[src/rtl/mul_booth_seq_if.sv]
// Request/result bundle between the execute stage and the Booth multiplier sequencer.
// No storage; pure wiring.
// Handshake: in_valid/in_ready for operands, out_valid/out_ready for the {hi,lo} result.
interface mul_booth_seq_if;
    logic        in_valid;
    logic        in_ready;
    logic        in_signed;
    logic [31:0] in_a;
    logic [31:0] in_b;
    logic        busy;
    logic        out_valid;
    logic        out_ready;
    logic [31:0] out_hi;
    logic [31:0] out_lo;

    // Requester side (execute stage / bench)
    modport master (
        output in_valid,
        output in_signed,
        output in_a,
        output in_b,
        output out_ready,
        input  in_ready,
        input  busy,
        input  out_valid,
        input  out_hi,
        input  out_lo
    );

    // Multiplier side
    modport slave (
        input  in_valid,
        input  in_signed,
        input  in_a,
        input  in_b,
        input  out_ready,
        output in_ready,
        output busy,
        output out_valid,
        output out_hi,
        output out_lo
    );
endinterface

[src/rtl/mul_booth_seq.sv]
// Sequential radix-4 Booth 32x32 multiplier (MULT/MULTU), 64-bit {hi,lo} result.
// Latency: result visible ceil(17/STEPS_PER_CYCLE) cycles after the accept edge; data-dependent
// (>=1 cycle) when MUL_EARLY_TERM_EN is defined. Backpressure: result held in DONE until out_ready, in_ready only in IDLE.
module mul_booth_seq #(
    // Booth digits retired per RUN cycle; only 1 or 2 are meaningful.
    parameter int STEPS_PER_CYCLE = 1
) (
    input  logic            clk,
    input  logic            resetn,
    input  logic            flush,
    mul_booth_seq_if.slave  bus
);

    localparam int NUM_DIGITS = 17;

    localparam logic [1:0] S_IDLE = 2'd0;
    localparam logic [1:0] S_RUN  = 2'd1;
    localparam logic [1:0] S_DONE = 2'd2;

    logic [1:0]  r_state;
    logic [63:0] r_x;      // multiplicand, extended to 64 bits
    logic [33:0] r_m;      // multiplier, extended to 34 bits so digit 16 sees the sign
    logic [63:0] r_acc;
    logic [4:0]  r_i;      // index of the next Booth digit to execute

    logic [34:0] w_m_ext;  // multiplier with the implicit M[-1]=0 appended at bit 0
    logic [63:0] w_acc_next;
    logic [4:0]  w_last_j;
    logic        w_last_digit;
    logic        w_run_done;
`ifdef MUL_EARLY_TERM_EN
    logic [33:0] w_m_tail;
    logic        w_early;
`endif

    // One Booth digit's contribution to the accumulator. Negative multiples are
    // formed as one's complement plus a carry-in of one, folded into the term.
    function automatic logic [63:0] booth_term(
        input logic [63:0] x,
        input logic [34:0] m_ext,
        input logic [4:0]  k
    );
        logic [63:0] xs;
        logic [34:0] msh;
        logic [2:0]  y;
        logic [63:0] t;
        xs  = x << {k, 1'b0};
        msh = m_ext >> {k, 1'b0};
        y   = msh[2:0];
        case (y)
            3'b001, 3'b010: t = xs;
            3'b011:         t = xs << 1;
            3'b100:         t = ~(xs << 1) + 64'd1;
            3'b101, 3'b110: t = ~xs + 64'd1;
            default:        t = 64'd0;
        endcase
        return t;
    endfunction

    // Accumulate this cycle's digits; digits past 16 do not exist and are skipped.
    always_comb begin
        w_m_ext    = {r_m, 1'b0};
        w_acc_next = r_acc;
        w_last_j   = r_i;
        for (int s = 0; s < STEPS_PER_CYCLE; s++) begin
            if (int'(r_i) + s < NUM_DIGITS) begin
                w_acc_next = w_acc_next + booth_term(r_x, w_m_ext, r_i + 5'(s));
                w_last_j   = r_i + 5'(s);
            end
        end
        w_last_digit = (int'(w_last_j) == NUM_DIGITS - 1);
    end

`ifdef MUL_EARLY_TERM_EN
    // Remaining digits are all zero when M above the last consumed bit is a pure sign run.
    always_comb begin
        w_m_tail   = 34'($signed(r_m) >>> {w_last_j, 1'b1});
        w_early    = (w_m_tail == '0) || (w_m_tail == '1);
        w_run_done = w_last_digit || w_early;
    end
`else
    // Fixed latency: RUN ends only once digit 16 has been executed.
    always_comb begin
        w_run_done = w_last_digit;
    end
`endif

    // Control FSM and datapath registers; flush outranks accept, step and drain.
    always_ff @(posedge clk) begin
        if (!resetn) begin
            r_state <= S_IDLE;
            r_x     <= '0;
            r_m     <= '0;
            r_acc   <= '0;
            r_i     <= '0;
        end else if (flush) begin
            r_state <= S_IDLE;
            r_acc   <= '0;
            r_i     <= '0;
        end else begin
            case (r_state)
                S_IDLE: begin
                    if (bus.in_valid) begin
                        r_x     <= bus.in_signed ? {{32{bus.in_a[31]}}, bus.in_a}
                                                 : {32'd0, bus.in_a};
                        r_m     <= bus.in_signed ? {{2{bus.in_b[31]}}, bus.in_b}
                                                 : {2'b00, bus.in_b};
                        r_acc   <= '0;
                        r_i     <= '0;
                        r_state <= S_RUN;
                    end
                end
                S_RUN: begin
                    r_acc <= w_acc_next;
                    r_i   <= r_i + 5'(STEPS_PER_CYCLE);
                    if (w_run_done) begin
                        r_state <= S_DONE;
                    end
                end
                S_DONE: begin
                    if (bus.out_ready) begin
                        r_state <= S_IDLE;
                    end
                end
                default: begin
                    r_state <= S_IDLE;
                end
            endcase
        end
    end

    // Status and result outputs are pure decodes of registered state.
    always_comb begin
        bus.in_ready  = (r_state == S_IDLE);
        bus.busy      = (r_state != S_IDLE);
        bus.out_valid = (r_state == S_DONE);
        bus.out_hi    = r_acc[63:32];
        bus.out_lo    = r_acc[31:0];
    end

endmodule
[src/flat_wrapper.sv]
// flat-port wrapper written by rule: the top's interface ports become plain ports
module mul_booth_seq_flat 
#(
                                                                      
    parameter int STEPS_PER_CYCLE = 1
)
  (clk, resetn, flush, bus_in_valid, bus_in_signed, bus_in_a, bus_in_b, bus_out_ready, bus_in_ready, bus_busy, bus_out_valid, bus_out_hi, bus_out_lo);
  mul_booth_seq_if bus_i ();
  input  logic clk;
  input  logic resetn;
  input  logic flush;
  input wire logic [$bits(bus_i.in_valid)-1:0] bus_in_valid;
  input wire logic [$bits(bus_i.in_signed)-1:0] bus_in_signed;
  input wire logic [$bits(bus_i.in_a)-1:0] bus_in_a;
  input wire logic [$bits(bus_i.in_b)-1:0] bus_in_b;
  input wire logic [$bits(bus_i.out_ready)-1:0] bus_out_ready;
  output wire logic [$bits(bus_i.in_ready)-1:0] bus_in_ready;
  output wire logic [$bits(bus_i.busy)-1:0] bus_busy;
  output wire logic [$bits(bus_i.out_valid)-1:0] bus_out_valid;
  output wire logic [$bits(bus_i.out_hi)-1:0] bus_out_hi;
  output wire logic [$bits(bus_i.out_lo)-1:0] bus_out_lo;
  assign bus_i.in_valid = bus_in_valid;
  assign bus_i.in_signed = bus_in_signed;
  assign bus_i.in_a = bus_in_a;
  assign bus_i.in_b = bus_in_b;
  assign bus_i.out_ready = bus_out_ready;
  assign bus_in_ready = bus_i.in_ready;
  assign bus_busy = bus_i.busy;
  assign bus_out_valid = bus_i.out_valid;
  assign bus_out_hi = bus_i.out_hi;
  assign bus_out_lo = bus_i.out_lo;
  mul_booth_seq #(.STEPS_PER_CYCLE(STEPS_PER_CYCLE)) u_core (.clk(clk), .resetn(resetn), .flush(flush), .bus(bus_i));
endmodule
[config.mk]
export PLATFORM = sky130hd
export DESIGN_NAME = mul_booth_seq_flat
export DESIGN_NICKNAME = d
export VERILOG_FILES = /design/src/rtl/mul_booth_seq_if.sv /design/src/rtl/mul_booth_seq.sv /design/src/flat_wrapper.sv
export SDC_FILE = /design/constraint.sdc
export NUM_CORES = 1
export LEC_CHECK = 0
export CORE_MARGIN = 10
export CORE_UTILIZATION = 60
export CTS_CLUSTER_DIAMETER = 200
export DETAILED_ROUTE_END_ITERATION = 7
export PLACE_DENSITY = 0.87
export SKIP_CTS_REPAIR_TIMING = 1
export SLEW_MARGIN = 20
export SYNTH_ARGS = -nofsm -noshare
export SYNTH_HDL_FRONTEND = slang
export SYNTH_SLANG_ARGS = --single-unit
[constraint.sdc]
create_clock -name clk -period 17.8 [get_ports clk]
set_input_delay 3.56 -clock clk [delete_from_list [all_inputs] [get_ports clk]]
set_output_delay 3.56 -clock clk [all_outputs]
set_load 0.05 [all_outputs]
==> metrics.txt <==
status completed; fin crit period 8.86 ns; CTS tree built; sequential fraction of the synthesis area between 10% and 20%; crit path max fanout 75; DRC violation total after the first TritonRoute iteration about 2000; DIE WIDTH approximately 170 um; most common flop cell mapped by yosys dfxtp_1; clk_lat worst skew around 0.44 ns; Area Growth Syn to Fin 14.3%; global-route wire length before repair 79.0 mm; Setup TNS 0 ns; detailed-route wire length per cell roughly 22 um; Detailed Place HPWL about 38 mm; CP Class reg2reg; # DRC 0; R2R setup slack about 8.9 ns; worst r2r dst u_core.r_acc[58]; hold crit path type reg2reg; CP bufs+invs 1; Crit path required time 18.14 ns; Initial Util between 60 and 70%; Port Buf Inserts between 100 and 150; Cell Rows between 50 and 60; number of global-route vias before repair ~14000; commonest non-fill, non-tap cells in the layout nand2_1, nor2_1, clkdlybuf4s50_1; worst hold start u_core.r_m[4]; gr ovfl total 0; Ys Warns 0; Vias/cell roughly 6.7; Fmax ~110 MHz; Mapped Cells ~1900; main combinational cell family by area after synthesis compound AO/OA/AOI/OAI gates; Synth Area per Inst roughly 7.6 um2; count of final setup violators 0; Simple-Gate Fraction of Synth Area around 22%; Syn Nets 2017; Clock Path Buffers 2; root buffer cell clkbuf_16; RSZ-0062 raised after global routing no; share of cells above drive strength 1 7.42%; hold worst-path end u_core.r_m[4]; CP startpoint kind flop; WHS about 0.47 ns; GR Util All Layers 31.5%; Reg2Reg Depth 25; Top Family by Delay on Critical Path compound AO/OA/AOI/OAI gates; Synth Area in Compound Gates between 20 and 30%; Synth cell types 84; RR Startpoint u_core.r_i[1]; worst hold path stage count 2; Most common cell on crit path nor3b_1; final antenna diode count 0; final worst slack roughly 9 ns; clk sinks around 140; Layout Skew 0.0146 ns; PwrDens ~56 nW/um2; worst slew pin tran ~1.2 ns; largest net degree at the start of global routing 76; mapped cell area ~14000 um2; clock slew at reported path FFs 0.08 ns; post-synthesis xor/xnor area fraction 10.1%; Max transition margin a little over 20%; fill count a little under 2000; multi-input logic area 10900 um2; total CTS buffers 17; die height 174 um; post-synthesis mux area share about a tenth; crit-path max cell delay approximately 0.87 ns; IO Pins roughly 140; CP max-delay cell a2111oi_0; most common cell after layout, fill and taps aside nand2_1; period utilization about half; Max Slew Vio Count 0; vias post-DR about 15000; die area 30400 um2; initial antenna violation count 0; flip-flop and latch count after synthesis approximately 140; H-tree depth 4; Final Hold Viols 0; worst slack at placement 9.20 ns; Max Cap Viol 0; drt pass-1 iters 6; routed wire length 50.1 mm; Reg area approximately 2800 um2; Crit path arrival time approximately 9.2 ns; Core Area about 23000 um2; Final nets 2064; Adder-Cell Fraction of Synth Area just under 6%; ANT nets after route 0; crit end category flop; VDD IR max between 0.00005 and 0.00006 V; Leakage 6.27 nW; Async SR Flop Fraction 0%; Post-synth EDFFs 0; GPL Wtd Cong around 1.1
## area by class of cell
cell class,instances,area share (%)
multi-input combinational,1583,67.0
sequential,137,16.9
timing repair buffer,160,9.45
clock buffer,18,2.76
tap,319,2.45
clock inverter,14,0.882
inverter,28,0.644
## flip-flops by register name, summed over array words and instances, names as in the netlist
name	count
u_core.r_i	5
u_core.r_acc	64
u_core.r_m	33
u_core.r_state	2
u_core.r_x	33
## cells by family after synthesis
family                   after synthesis
AO/OA/AOI/OAI                        572
flip-flops                           137
XOR/XNOR                             164
buffers and inverters                160
adder cells (fa/ha/maj)               67
AND/OR/NAND/NOR                      683
multiplexers                          97
## Yosys cell counts, drive strengths merged, types with 19 or more instances
cell type  count  area (um2)
a21o          33         248
clkbuf        93         349
o21ai         64         320
a22oi         60         450
nor3          38         200
a21oi        126         631
dfxtp        137        2740
mux2          21         240
ha            66         826
mux4          39         878
xor2          67         587
nand2        288        1080
xnor2         97         850
buf           39         198
nor2         181         679
mux2i         37         370
nand3         27         140
o221ai        45         394
nand2b        19         121
inv           26        97.6
a21boi        67         503
a22o          24         210
nor2b         22         138
## worst max-delay path by stage
stage / start / endpoint / slack (ns) / cells past startpoint
floorplan: u_core.r_i[0] / u_core.r_acc[63] / 10.81 / 29
global placement: u_core.r_i[1] / u_core.r_acc[58] / 9.47 / 24
detailed placement: u_core.r_i[1] / u_core.r_acc[58] / 9.20 / 25
CTS: u_core.r_i[1] / u_core.r_acc[58] / 9.13 / 25
global route: u_core.r_i[1] / u_core.r_acc[58] / 8.31 / 25
finish: u_core.r_i[1] / u_core.r_acc[58] / 8.94 / 25
## report_power, final
group,switching [mW],internal [mW]
Clock,0.174,0.196
Combinational,0.128,0.0861
Sequential,0.0116,0.313
## metrics by stage
step	util, %	std cells	power [mW]	area (um2)
global route	69.5	2259	0.939	16300
detailed placement	67.0	2227	0.540	15700
floorplan	-	1880	0.478	14300
finish	69.5	2259	0.909	16300
CTS	69.5	2259	0.906	16300
global placement	67.0	2227	0.535	15700
## tightest hold or removal path: stages, from the launching register on
cell and delay (ns):
dfxtp_1 0.32, nand2_1 0.05, a21boi_0 0.06
## layer usage
| layer | part of all wire (%) | track usage [%] | vias up |
|---|---|---|---|
| li1 | - | - | 7019 |
| met5 | 0 | 0 | - |
| met1 | 41 | 40.0 | 7107 |
| met4 | 4.1 | 14.4 | 0 |
| met3 | 9.7 | 7.35 | 136 |
| met2 | 45 | 49.7 | 877 |
No activity file was read; power rests on OpenSTA's default activity.
